$ cat src/rtl/bus_pkg.sv
// Shared types and helpers for the broadcast-bus round-robin scheduler.
package bus_pkg;

  typedef enum logic [1:0] {IDLE, ARB, XFER, POP} sched_state_t;

  localparam int MAX_DRIVERS = 16;

  // Bit idx set, or all zeros when idx falls outside the first n agents.
  function automatic logic [MAX_DRIVERS-1:0] onehot(input int idx, input int n);
    logic [MAX_DRIVERS-1:0] v;
    v = '0;
    for (int i = 0; i < MAX_DRIVERS; i++) begin
      if (i == idx && i < n) v[i] = 1'b1;
    end
    return v;
  endfunction

endpackage

$ cat src/rtl/bus_rr_sched_if.sv
// Scheduler-side bundle: driver FIFO status/heads in, pops, receiver strobes and bus data out.
interface bus_rr_sched_if #(
  parameter int DRIVERS = 4,
  parameter int PCKG    = 16
);

  logic [DRIVERS-1:0]      pndng;
  logic [DRIVERS*PCKG-1:0] d_in;
  logic [DRIVERS-1:0]      pop;
  logic [DRIVERS-1:0]      push;
  logic [PCKG-1:0]         d_out;
  logic                    busy;
  logic                    bcast;
  logic                    drop;

  modport master (
    input  pndng, d_in,
    output pop, push, d_out, busy, bcast, drop
  );

  modport slave (
    output pndng, d_in,
    input  pop, push, d_out, busy, bcast, drop
  );

endinterface

$ cat src/rtl/bus_rr_sched_rr_pick.sv
// Combinational round-robin picker: first requester after ptr, wrapping modulo N.
module rr_pick #(
  parameter int N = 4,
  parameter int W = 2
) (
  input  logic [N-1:0] req,
  input  logic [W-1:0] ptr,
  output logic [W-1:0] gnt_idx,
  output logic         gnt_vld
);

  function automatic int wrap_add(input int p, input int k);
    int s;
    s = p + k;
    return (s >= N) ? s - N : s;
  endfunction

  logic [W-1:0] cand;

  // Walk from the farthest candidate back to ptr+1 so the nearest requester wins last.
  always_comb begin
    gnt_idx = '0;
    gnt_vld = 1'b0;
    cand    = '0;
    for (int k = N; k >= 1; k--) begin
      cand = W'(wrap_add(int'(ptr), k));
      if (req[cand]) begin
        gnt_idx = cand;
        gnt_vld = 1'b1;
      end
    end
  end

endmodule

$ cat src/rtl/bus_rr_sched.sv
// Round-robin bus scheduler: IDLE->ARB->XFER->POP, push 3 cycles and pop 4 cycles after pndng in IDLE.
// No backpressure from receivers; drivers are throttled only by the one-packet-per-4-cycles sequence.
module bus_rr_sched
  import bus_pkg::*;
#(
  parameter int              PCKG    = 16,
  parameter int              DRIVERS = 4,
  parameter int              ID_W    = 8,
  parameter logic [ID_W-1:0] BROD    = 8'hFF
) (
  input  logic           clk,
  input  logic           reset,
  bus_rr_sched_if.master bus
);

  localparam int PW = $clog2(DRIVERS);

  if (int'(BROD) < DRIVERS) begin : g_brod_check
    $error("BROD collides with a receiver ID");
  end

  sched_state_t       state, state_nxt;
  logic [PW-1:0]      ptr, src, gnt_idx;
  logic               gnt_vld;
  logic [PCKG-1:0]    pkt;
  logic [ID_W-1:0]    dst;
  logic [DRIVERS-1:0] src_oh, dst_oh;
  logic [PCKG-1:0]    heads [DRIVERS];

  logic [DRIVERS-1:0] pop_q, pop_nxt, push_q, push_nxt;
  logic [PCKG-1:0]    dout_q, dout_nxt;
  logic               busy_q, busy_nxt, bcast_q, bcast_nxt, drop_q, drop_nxt;

  for (genvar i = 0; i < DRIVERS; i++) begin : g_heads
    assign heads[i] = bus.d_in[i*PCKG +: PCKG];
  end

  rr_pick #(.N(DRIVERS), .W(PW)) u_pick (
    .req     (bus.pndng),
    .ptr     (ptr),
    .gnt_idx (gnt_idx),
    .gnt_vld (gnt_vld)
  );

  assign dst    = pkt[PCKG-1 -: ID_W];
  assign src_oh = DRIVERS'(onehot(int'(src), DRIVERS));
  assign dst_oh = DRIVERS'(onehot(int'(dst), DRIVERS));

  always_ff @(posedge clk) begin
    if (reset) state <= IDLE;
    else       state <= state_nxt;
  end

  always_comb begin
    state_nxt = state;
    unique case (state)
      IDLE:    if (|bus.pndng) state_nxt = ARB;
      ARB:     state_nxt = gnt_vld ? XFER : IDLE;
      XFER:    state_nxt = POP;
      POP:     state_nxt = IDLE;
      default: state_nxt = IDLE;
    endcase
  end

  always_comb begin
    pop_nxt   = '0;
    push_nxt  = '0;
    bcast_nxt = 1'b0;
    drop_nxt  = 1'b0;
    dout_nxt  = dout_q;
    busy_nxt  = (state_nxt != IDLE);
    unique case (state)
      XFER: begin
        dout_nxt = pkt;
        // Broadcast is checked first: BROD lies outside the receiver ID range.
        if (dst == BROD) begin
          push_nxt  = ~src_oh;
          bcast_nxt = 1'b1;
        end else if (int'(dst) < DRIVERS && int'(dst) != int'(src)) begin
          push_nxt = dst_oh;
        end else begin
          drop_nxt = 1'b1;
        end
      end
      POP:     pop_nxt = src_oh;
      default: ;
    endcase
  end

  always_ff @(posedge clk) begin
    if (reset) begin
      pop_q   <= '0;
      push_q  <= '0;
      dout_q  <= '0;
      busy_q  <= 1'b0;
      bcast_q <= 1'b0;
      drop_q  <= 1'b0;
    end else begin
      pop_q   <= pop_nxt;
      push_q  <= push_nxt;
      dout_q  <= dout_nxt;
      busy_q  <= busy_nxt;
      bcast_q <= bcast_nxt;
      drop_q  <= drop_nxt;
    end
  end

  // Grant and packet freeze in ARB; ptr only advances once the pop has gone out.
  always_ff @(posedge clk) begin
    if (reset) begin
      ptr <= PW'(DRIVERS - 1);
      src <= '0;
      pkt <= '0;
    end else begin
      if (state == ARB && gnt_vld) begin
        src <= gnt_idx;
        pkt <= heads[gnt_idx];
      end
      if (state == POP) ptr <= src;
    end
  end

  assign bus.pop   = pop_q;
  assign bus.push  = push_q;
  assign bus.d_out = dout_q;
  assign bus.busy  = busy_q;
  assign bus.bcast = bcast_q;
  assign bus.drop  = drop_q;

endmodule
$ cat src/flat_wrapper.sv
// flat-port wrapper written by rule: the top's interface ports become plain ports
module bus_rr_sched_flat import bus_pkg::*;
#(
  parameter int              PCKG    = 16,
  parameter int              DRIVERS = 4,
  parameter int              ID_W    = 8,
  parameter logic [ID_W-1:0] BROD    = 8'hFF
)
  (clk, reset, bus_pndng, bus_d_in, bus_pop, bus_push, bus_d_out, bus_busy, bus_bcast, bus_drop);
  bus_rr_sched_if #(.DRIVERS(DRIVERS), .PCKG(PCKG)) bus_i ();
  input  logic clk;
  input  logic reset;
  input wire logic [$bits(bus_i.pndng)-1:0] bus_pndng;
  input wire logic [$bits(bus_i.d_in)-1:0] bus_d_in;
  output wire logic [$bits(bus_i.pop)-1:0] bus_pop;
  output wire logic [$bits(bus_i.push)-1:0] bus_push;
  output wire logic [$bits(bus_i.d_out)-1:0] bus_d_out;
  output wire logic [$bits(bus_i.busy)-1:0] bus_busy;
  output wire logic [$bits(bus_i.bcast)-1:0] bus_bcast;
  output wire logic [$bits(bus_i.drop)-1:0] bus_drop;
  assign bus_i.pndng = bus_pndng;
  assign bus_i.d_in = bus_d_in;
  assign bus_pop = bus_i.pop;
  assign bus_push = bus_i.push;
  assign bus_d_out = bus_i.d_out;
  assign bus_busy = bus_i.busy;
  assign bus_bcast = bus_i.bcast;
  assign bus_drop = bus_i.drop;
  bus_rr_sched #(.PCKG(PCKG), .DRIVERS(DRIVERS), .ID_W(ID_W), .BROD(BROD)) u_core (.clk(clk), .reset(reset), .bus(bus_i));
endmodule
$ cat config.mk
export PLATFORM = sky130hd
export DESIGN_NAME = bus_rr_sched_flat
export DESIGN_NICKNAME = d
export VERILOG_FILES = /design/src/rtl/bus_pkg.sv /design/src/rtl/bus_rr_sched_if.sv /design/src/rtl/bus_rr_sched_rr_pick.sv /design/src/rtl/bus_rr_sched.sv /design/src/flat_wrapper.sv
export SDC_FILE = /design/constraint.sdc
export NUM_CORES = 1
export LEC_CHECK = 0
export BUFFER_PORTS_ARGS = -buffer_cell sky130_fd_sc_hd__buf_2
export CAP_MARGIN = 25
export CORE_MARGIN = 2
export CORE_UTILIZATION = 35
export DETAILED_ROUTE_END_ITERATION = 8
export GPL_TIMING_DRIVEN = 0
export HOLD_SLACK_MARGIN = 0.05
export RECOVER_POWER = 25
export SYNTH_ARGS = -nofsm -noshare
export SYNTH_HDL_FRONTEND = slang
export SYNTH_HIERARCHICAL = 1
export SYNTH_SLANG_ARGS = --single-unit
export TNS_END_PERCENT = 100
$ cat constraint.sdc
create_clock -name clk -period 2.1 [get_ports clk]
set_input_delay 0.42 -clock clk [delete_from_list [all_inputs] [get_ports clk]]
set_output_delay 0.42 -clock clk [all_outputs]
set_load 0.02 [all_outputs]
==> results.json, run 1 <==
{
  "status": "finished, final reports clean",
  "fin_crit_sh_pct": 92.8,
  "syn_avg_cell_area_um2": 10.5,
  "dp_cells": 384,
  "hold_violations": 0,
  "port_buffers": 95,
  "ys_seq_area_share_pct": 43.9,
  "die_w_um": 83.9,
  "r2r_end": "u_core/pkt[15]",
  "grt_pass1_wl_um": 8770,
  "worst_skew_pair.late_latency_ps": 290,
  "p_per_area_nw_per_um2": 710,
  "post-cts-setup-buffers": 0,
  "dr.pass1.iters": 4,
  "dp_hpwl_um": 4070,
  "synth_cell_types": 38,
  "hold_depth": 2,
  "cap_violations": 0,
  "ctsHoldBuffers": 0,
  "nNetsFinal": 383,
  "leakage_nw": 1.26,
  "clock.fmax_mhz": 513,
  "drt_iter0_markers": 91,
  "rr_startpoint": "u_core/ptr[1]",
  "final_cells": 391,
  "rrSetupSlack_ps": 150,
  "start_util_pct": 35.8,
  "worstSetupEndpointType": "register",
  "ioPinCount": 97,
  "required_ps": 2290,
  "arrival_ps": 2130,
  "slew_violations": 0,
  "rows": 29,
  "slowest_stage": "mux4_2",
  "gr-total-overflow": 0,
  "netlist_instances": 212,
  "drc_errors": 0,
  "path_clk_slew_ps": 80,
  "crit_type": "register to register",
  "tightest_slew_ps": 508,
  "fp.dieH_um": 83.9,
  "crit_chain": "nand2b_1, a21oi_2, o221ai_2, buf_6, mux4_2, a22o_1",
  "antennaDiodeCount": 0,
  "cts_tree": "done",
  "antenna_found_initial": 0,
  "vdd_drop_max_mv": 0.377,
  "wirelength_um": 5330,
  "cp_max_fo": 17,
  "ant_nets": 0,
  "vias": 1964,
  "min_delay_worst_endpoint": "u_core/state[0]",
  "clock_sinks": 49,
  "path_buf_inv": 1,
  "grtUsageTotal_pct": 15.4,
  "numCtsBuffers": 5,
  "drive_gt1_share_pct": 41.1,
  "clock_path_buffers": 2,
  "core_um2": 6240,
  "fp.dieArea_um2": 7030,
  "gp_congestion": 0.718,
  "area_growth_syn_to_layout_pct": 29.9,
  "hp-class": "input pin to register",
  "synth_fp_nets": 282,
  "wl_per_cell_um": 13.6,
  "ys_async_sr_fraction_pct": 0,
  "ys_ff_latch": 49,
  "yosysWarnings": 6,
  "clock_skew_ps": 5.25,
  "startpoint_type": "register",
  "post-route-min-period_ps": 1950,
  "hp-start": "reset",
  "setup_viol": 0,
  "r2r_cells": 6,
  "slew_headroom_pct": 66.1,
  "setup_ws_ps": 152,
  "pre_cts_ws_ps": -120,
  "via_per_inst": 5.02,
  "h-tree-depth": 2,
  "synth-edff-count": 0,
  "grt_max_degree": 15,
  "rsz0062_at_grt": "false",
  "critical_path.max_stage_delay_ps": 540,
  "syn_area_um2": 2230,
  "path_delay_family": "multiplexers",
  "root_buffer": "clkbuf_8",
  "yosys_most_used_dff": "dfxtp_1",
  "grt_pass1_vias": 1855
}
state kept, by name, indices dropped and copies added (netlist names):
register,flops
u_core/bus.d_out,16
u_core/pkt,16
u_core/bus.pop,4
u_core/bus.push,4
u_core/ptr,2
u_core/src,2
u_core/state,2
u_core/bus.bcast,1
u_core/bus.busy,1
u_core/bus.drop,1
final cells by class:
type	count	area [um^2]
fillers	633	3340
multi-input cells	143	1130
flip-flops and latches	49	982
repair buffers	95	465
plain buffers	17	101
well taps	77	96.3
clock buffers	7	86.3
clock inverters	1	30.0
inverters	2	7.51
what timing repair did:
action	CTS	global route
gates resized for setup	0	1
hold endpoints to repair	0	0
setup endpoints to repair	0	9
worst max path at each step:
stage,from,to,depth (start not counted)
2_1_floorplan,bus_pndng[2],u_core/pkt[10],7
3_3_place_gp,bus_pndng[2],u_core/pkt[9],8
3_5_place_dp,bus_pndng[2],u_core/pkt[10],8
4_1_cts,u_core/ptr[1],u_core/pkt[10],7
5_1_grt,u_core/ptr[1],u_core/pkt[15],6
6_report,u_core/ptr[1],u_core/pkt[15],6
worst reg2reg max path, cell delays in order, from the launching register on:
cell      delay, ps
dfxtp_2         400
nand2b_1        140
a21oi_2          60
o221ai_2        190
buf_6           270
mux4_2          550
a22o_1          230
metal layers:
metal	up-vias	part of all wire [%]	GRT usage, %
li1	976	-	-
met1	922	43	18.4
met2	62	49	26.3
met3	4	6.6	3.56
met4	0	1.1	6.60
met5	-	0	0
stage by stage:
stage / cell area, um^2 / hold WS (ps) / power (mW) / utilization [%] / setup TNS [ps]
after floorplan: 2230 / 432 / 1.28 / - / 0
after global placement: 2800 / 440 / 1.40 / 44.9 / -995
after detailed placement: 2800 / 445 / 1.40 / 44.9 / -967
after CTS: 2920 / 401 / 2.08 / 46.8 / 0
after global routing: 2900 / 422 / 2.16 / 46.5 / 0
final: 2900 / 409 / 2.06 / 46.5 / 0
synth_stat cells (2+ instances only):
cell / number / area, um^2
nand2_1: 37 / 139
buf_6: 4 / 45.0
mux2i_1: 3 / 30.0
buf_4: 2 / 15.0
and4_1: 2 / 17.5
nand2b_1: 8 / 50.1
a22o_1: 16 / 140
a211o_1: 2 / 17.5
and3_1: 3 / 18.8
o31ai_1: 2 / 15.0
nor2b_1: 3 / 18.8
mux4_2: 16 / 360
o2111ai_1: 2 / 17.5
a21oi_1: 19 / 95.1
nor3_1: 2 / 10.0
clkbuf_1: 5 / 18.8
dfxtp_1: 49 / 981
inv_1: 2 / 7.51
buf_2: 7 / 35.0
xor2_1: 2 / 17.5
nor2_1: 8 / 30.0
nand4_1: 2 / 12.5
power breakdown:
| group | total (mW) | switching, mW | leakage (nW) | internal [mW] |
|---|---|---|---|---|
| Combinational | 0.367 | 0.170 | 0.806 | 0.197 |
| Sequential | 1.01 | 0.0337 | 0.398 | 0.973 |
| Clock | 0.685 | 0.297 | 0.0585 | 0.388 |
cell usage in the layout, fill, tap and decap left out, types with 3 or more instances in the layout:
cell type	count
a22o_1	16
dfxtp_1	48
clkbuf_8	6
nor2b_1	3
mux4_2	16
buf_6	3
nand2b_1	8
buf_2	93
and3_1	3
clkbuf_1	15
nor2_1	8
mux2i_1	3
a21oi_1	19
nand2_1	37
logic make-up after synthesis:
kind of cell / Yosys count / share of synthesized area (%)
AND/OR/NAND/NOR: 74 / 17.0
buffers and inverters: 20 / 5.44
multiplexers: 19 / 17.5
XOR/XNOR: 2 / 0.785
AO/OA/AOI/OAI: 48 / 15.3
flip-flops: 49 / 43.9
Power figures use the tool's default switching activity.
==> inputs of run 2 (changes only) <==
- SETUP_SLACK_MARGIN: default -> 0.3
==> run 2 against run 1 <==
Cell count is 1.8% higher. Worst hold slack got worse by 16 ps. Via count is 0.41% lower. Sequential share of layout area down 1.2 points.
==> results.json, run 2 (synthesis results as in run 1) <==
{
  "rsz0062_at_grt": "true",
  "via_per_inst": 4.91,
  "clock_path_buffers": 2,
  "gp_congestion": 0.730,
  "leakage_nw": 1.32,
  "drt_iter0_markers": 80,
  "setup_viol": 0,
  "h-tree-depth": 2,
  "ctsHoldBuffers": 0,
  "core_um2": 6240,
  "clock_skew_ps": 10.3,
  "nNetsFinal": 390,
  "gr-total-overflow": 0,
  "slowest_stage": "mux4_2",
  "status": "finished, final reports clean",
  "antenna_found_initial": 0,
  "final_util_pct": 48.2,
  "crit_chain": "nand2b_4, a21oi_2, o221ai_2, buf_6, buf_6, mux4_2, a22o_1",
  "grt_max_degree": 17,
  "ant_nets": 0,
  "path_buf_inv": 2,
  "tightest_slew_ps": 498,
  "critical_path_depth": 7,
  "r2r_cells": 7,
  "grtUsageTotal_pct": 15.7,
  "drc_errors": 0,
  "cts_tree": "done",
  "dp_cells": 384,
  "slew_violations": 0,
  "vias": 1956,
  "fp.dieArea_um2": 7030,
  "p_per_area_nw_per_um2": 693,
  "n_fill_cell": 621,
  "antennaDiodeCount": 0,
  "rows": 29,
  "dp_hpwl_um": 3980,
  "final_cell_mix": "90 x buf_2, 48 x dfxtp_1, 37 x nand2_1",
  "ioPinCount": 97,
  "cap_violations": 0,
  "path_clk_slew_ps": 90,
  "seqCellArea_um2": 985,
  "vdd_drop_max_mv": 0.286,
  "die_w_um": 83.9,
  "clock_sinks": 49,
  "final_cells": 398,
  "dr.pass1.iters": 4,
  "wirelength_um": 5260,
  "cp_max_fo": 5,
  "drive_gt1_share_pct": 42.7,
  "grt_pass1_wl_um": 8910,
  "arrival_ps": 2070,
  "whs_ps": 392,
  "critical_path.max_stage_delay_ps": 490,
  "worst_skew_pair.late_latency_ps": 310,
  "finalSetupTns_ps": 0,
  "final_common_cell": "buf_2",
  "hold_depth": 2,
  "grt_pass1_vias": 1949,
  "cpMostUsedCell": "buf_6",
  "hp-class": "input pin to register",
  "start_util_pct": 35.8,
  "worstSetupEndpointType": "register",
  "crit_type": "register to register",
  "post-route-min-period_ps": 1860,
  "setup_ws_ps": 239,
  "slew_headroom_pct": 66.8,
  "clock.fmax_mhz": 537,
  "path_delay_family": "multiplexers",
  "startpoint_type": "register",
  "port_buffers": 95,
  "multi_input_area_um2": 1140,
  "fin_crit_sh_pct": 88.6,
  "numCtsBuffers": 5,
  "hold_violations": 0,
  "root_buffer": "clkbuf_8",
  "wl_per_cell_um": 13.2,
  "area_growth_syn_to_layout_pct": 34.8,
  "required_ps": 2300,
  "fp.dieH_um": 83.9,
  "pre_cts_ws_ps": -113
}
run 2: cell types whose count changed in the layout (fill, tap and decap cells not counted), sizes merged:
cell,delta
clkbuf,-1
clkinv,+1
buf,+6
inv,+1
run 2: through the flow:
| stage | area [um^2] | total power [mW] |
|---|---|---|
| after floorplan | 2240 | 1.28 |
| after global placement | 2810 | 1.40 |
| after detailed placement | 2810 | 1.41 |
| after CTS | 3010 | 2.11 |
| after global routing | 3010 | 2.19 |
| final | 3010 | 2.08 |
run 2: final timing paths:
kind	from	endpoint	slack (ps)
worst max register to register	u_core/ptr[1]	u_core/pkt[1]	240
worst max-delay path	u_core/ptr[1]	u_core/pkt[1]	240
worst min register to register	u_core/bus.d_out[1]	u_core/bus.d_out[1]	460
worst min-delay path	reset	u_core/state[0]	390
run 2: per-layer routing:
metal	vias up	global-route usage, %	routed length (um)
met5	-	0	0
met4	0	4.55	57
met3	4	4.75	316
met2	59	25.7	2510
met1	901	20.0	2380
li1	992	-	-
run 2: layout make-up:
| cell class | instances | share of cell area [%] |
|---|---|---|
| multi-input combinational | 143 | 37.8 |
| sequential | 49 | 32.7 |
| timing repair buffer | 101 | 18.0 |
| buffer | 18 | 4.32 |
| tap | 77 | 3.20 |
| clock buffer | 5 | 2.29 |
| clock inverter | 3 | 1.46 |
| inverter | 2 | 0.249 |
run 2: what timing repair did:
item | in CTS | in global routing
setup endpoints to repair | 16 | 16
cloned | 1 | 0
pin swaps | 0 | 1
buffers inserted | 5 | 0
resized for setup | 8 | 3
run 2: worst reg2reg max path, delay by kind of cell (launching register included):
family | cells | cell delay (ps)
mux | 1 | 490
compound gates | 3 | 460
flops | 1 | 380
buf+inv | 2 | 320
simple gates | 1 | 130
run 2: report_power, final:
part	switching, mW	internal, mW
clock network	0.313	0.357
registers	0.0332	0.972
logic	0.177	0.231
total	0.524	1.56
==> inputs of run 3 (changes only) <==
- RECOVER_POWER: 25 -> 100
==> run 3 against run 2 <==
Flip-flop and latch count is the same. Largest cell class unchanged. Cell count is the same. Critical path type unchanged. Power shrank 0.38%. Via count grew 0.31%. Wire length is essentially flat. Highest routed layer unchanged. Utilization shrank 0.74 points. First-iteration DRC count shrank 13%. Fmax shrank 3.2%. Sequential share of layout area grew 0.51 points.
==> results.json, run 3 (synthesis results as in run 1) <==
{
  "status": "finished, final reports clean",
  "vdd_drop_max_mv": 0.285,
  "clock_sinks": 49,
  "finalSetupTns_ps": 0,
  "pre_cts_ws_ps": -113,
  "root_buffer": "clkbuf_8",
  "cp_max_fo": 5,
  "critical_path_depth": 7,
  "crit_chain": "nand2b_1, a21oi_1, o221ai_1, buf_6, buf_6, mux4_2, a22o_1",
  "arrival_ps": 2130,
  "hp-class": "input pin to register",
  "vias": 1962,
  "grt_max_degree": 17,
  "cpMostUsedCell": "buf_6",
  "r2r_cells": 7,
  "p_comb_share_pct": 19.4,
  "ant_nets": 0,
  "wl_per_cell_um": 13.2,
  "grtUsageTotal_pct": 15.7,
  "leakage_nw": 1.23,
  "grt_pass1_wl_um": 8910,
  "crit_type": "register to register",
  "h-tree-depth": 2,
  "grt_pass1_vias": 1949,
  "worstSetupEndpointType": "register",
  "p_per_area_nw_per_um2": 701,
  "clkPwrFrac_pct": 32.2,
  "final_common_cell": "buf_2",
  "hold_depth": 2,
  "drt_iter0_markers": 70,
  "fin_crit_sh_pct": 91.5,
  "swShare_pct": 25.1,
  "clock_skew_ps": 9.45,
  "clock_path_buffers": 2,
  "post-route-min-period_ps": 1920,
  "antennaDiodeCount": 0,
  "worst_skew_pair.late_latency_ps": 300,
  "dr.pass1.iters": 4,
  "slew_headroom_pct": 59.8,
  "area_growth_syn_to_layout_pct": 32.7,
  "setup_viol": 0,
  "ioPinCount": 97,
  "port_buffers": 95,
  "fp.dieArea_um2": 7030,
  "setup_ws_ps": 178,
  "gr-total-overflow": 0,
  "clock.fmax_mhz": 520,
  "numCtsBuffers": 5,
  "cts_tree": "done",
  "slowest_stage": "mux4_2",
  "p_sw_mw": 0.520,
  "path_buf_inv": 2,
  "critical_path.max_stage_delay_ps": 490,
  "ctsHoldBuffers": 0,
  "wirelength_um": 5270,
  "required_ps": 2300,
  "nNetsFinal": 390,
  "die_w_um": 83.9,
  "gp_congestion": 0.730,
  "path_clk_slew_ps": 90,
  "p_seq_share_pct": 48.4,
  "antenna_found_initial": 0,
  "rsz0062_at_grt": "true",
  "fp.dieH_um": 83.9,
  "tightest_slew_ps": 602,
  "cap_violations": 0,
  "path_delay_family": "compound AO/OA/AOI/OAI gates",
  "drc_errors": 0,
  "hold_violations": 0,
  "drive_gt1_share_pct": 35.5,
  "via_per_inst": 4.93,
  "rows": 29,
  "start_util_pct": 35.8,
  "core_um2": 6240,
  "slew_violations": 0,
  "final_cell_mix": "71 x buf_2, 48 x dfxtp_1, 37 x nand2_1",
  "startpoint_type": "register",
  "internal_power_mw": 1.56,
  "dp_hpwl_um": 3980
}
run 3: what timing repair did:
action / 4_1_cts / 5_1_grt
pin swaps: 0 / 1
endpoints found under the hold margin: 0 / 0
gates cloned: 1 / 0
gates resized for setup: 8 / 3
setup endpoints to repair: 16 / 16
buffers inserted: 5 / 0
run 3: stage by stage:
stage               hold WS, ps  cell area (um^2)  total power [mW]  utilization (%)  std cells
floorplan                   432              2240              1.28                -        212
global placement            441              2810              1.40             45.0        384
detailed placement          446              2810              1.41             45.0        384
CTS                         387              3010              2.11             48.2        398
global route                375              2960              2.18             47.5        398
finish                      387              2960              2.08             47.5        398
run 3: worst register-to-register path, delay by kind of cell, from the launching register on:
kind            cells  cell delay [ps]
simple gates        1              110
compound gates      3              530
buf+inv             2              330
flops               1              380
mux                 1              490
run 3: cell type report:
type,instances,area [um^2]
plain buffers,18,129
clock buffers,5,68.8
repair buffers,101,518
multi-input cells,143,1110
fillers,627,3280
inverters,2,7.51
flip-flops and latches,49,985
well taps,77,96.3
clock inverters,3,43.8
run 3: path summary, 6_finish.rpt:
path                  startpoint  slack (ps)             endpoint
max                u_core/ptr[1]         180        u_core/pkt[1]
min                        reset         390      u_core/state[0]
max reg2reg        u_core/ptr[1]         180        u_core/pkt[1]
min reg2reg  u_core/bus.d_out[1]         460  u_core/bus.d_out[1]
run 3: layer usage:
| layer | wire length, um | global-route usage, % |
|---|---|---|
| met1 | 2390 | 20.0 |
| met2 | 2500 | 25.7 |
| met3 | 312 | 4.75 |
| met4 | 59 | 4.55 |
| met5 | 0 | 0 |
run 3: power by group through the flow:
stage               logic (mW)  clock network [mW]  registers (mW)
floorplan                0.247                   0            1.03
global placement         0.372                   0            1.03
detailed placement       0.379                   0            1.03
CTS                      0.412               0.688            1.01
global route             0.444               0.728            1.01
finish                   0.403               0.668            1.01
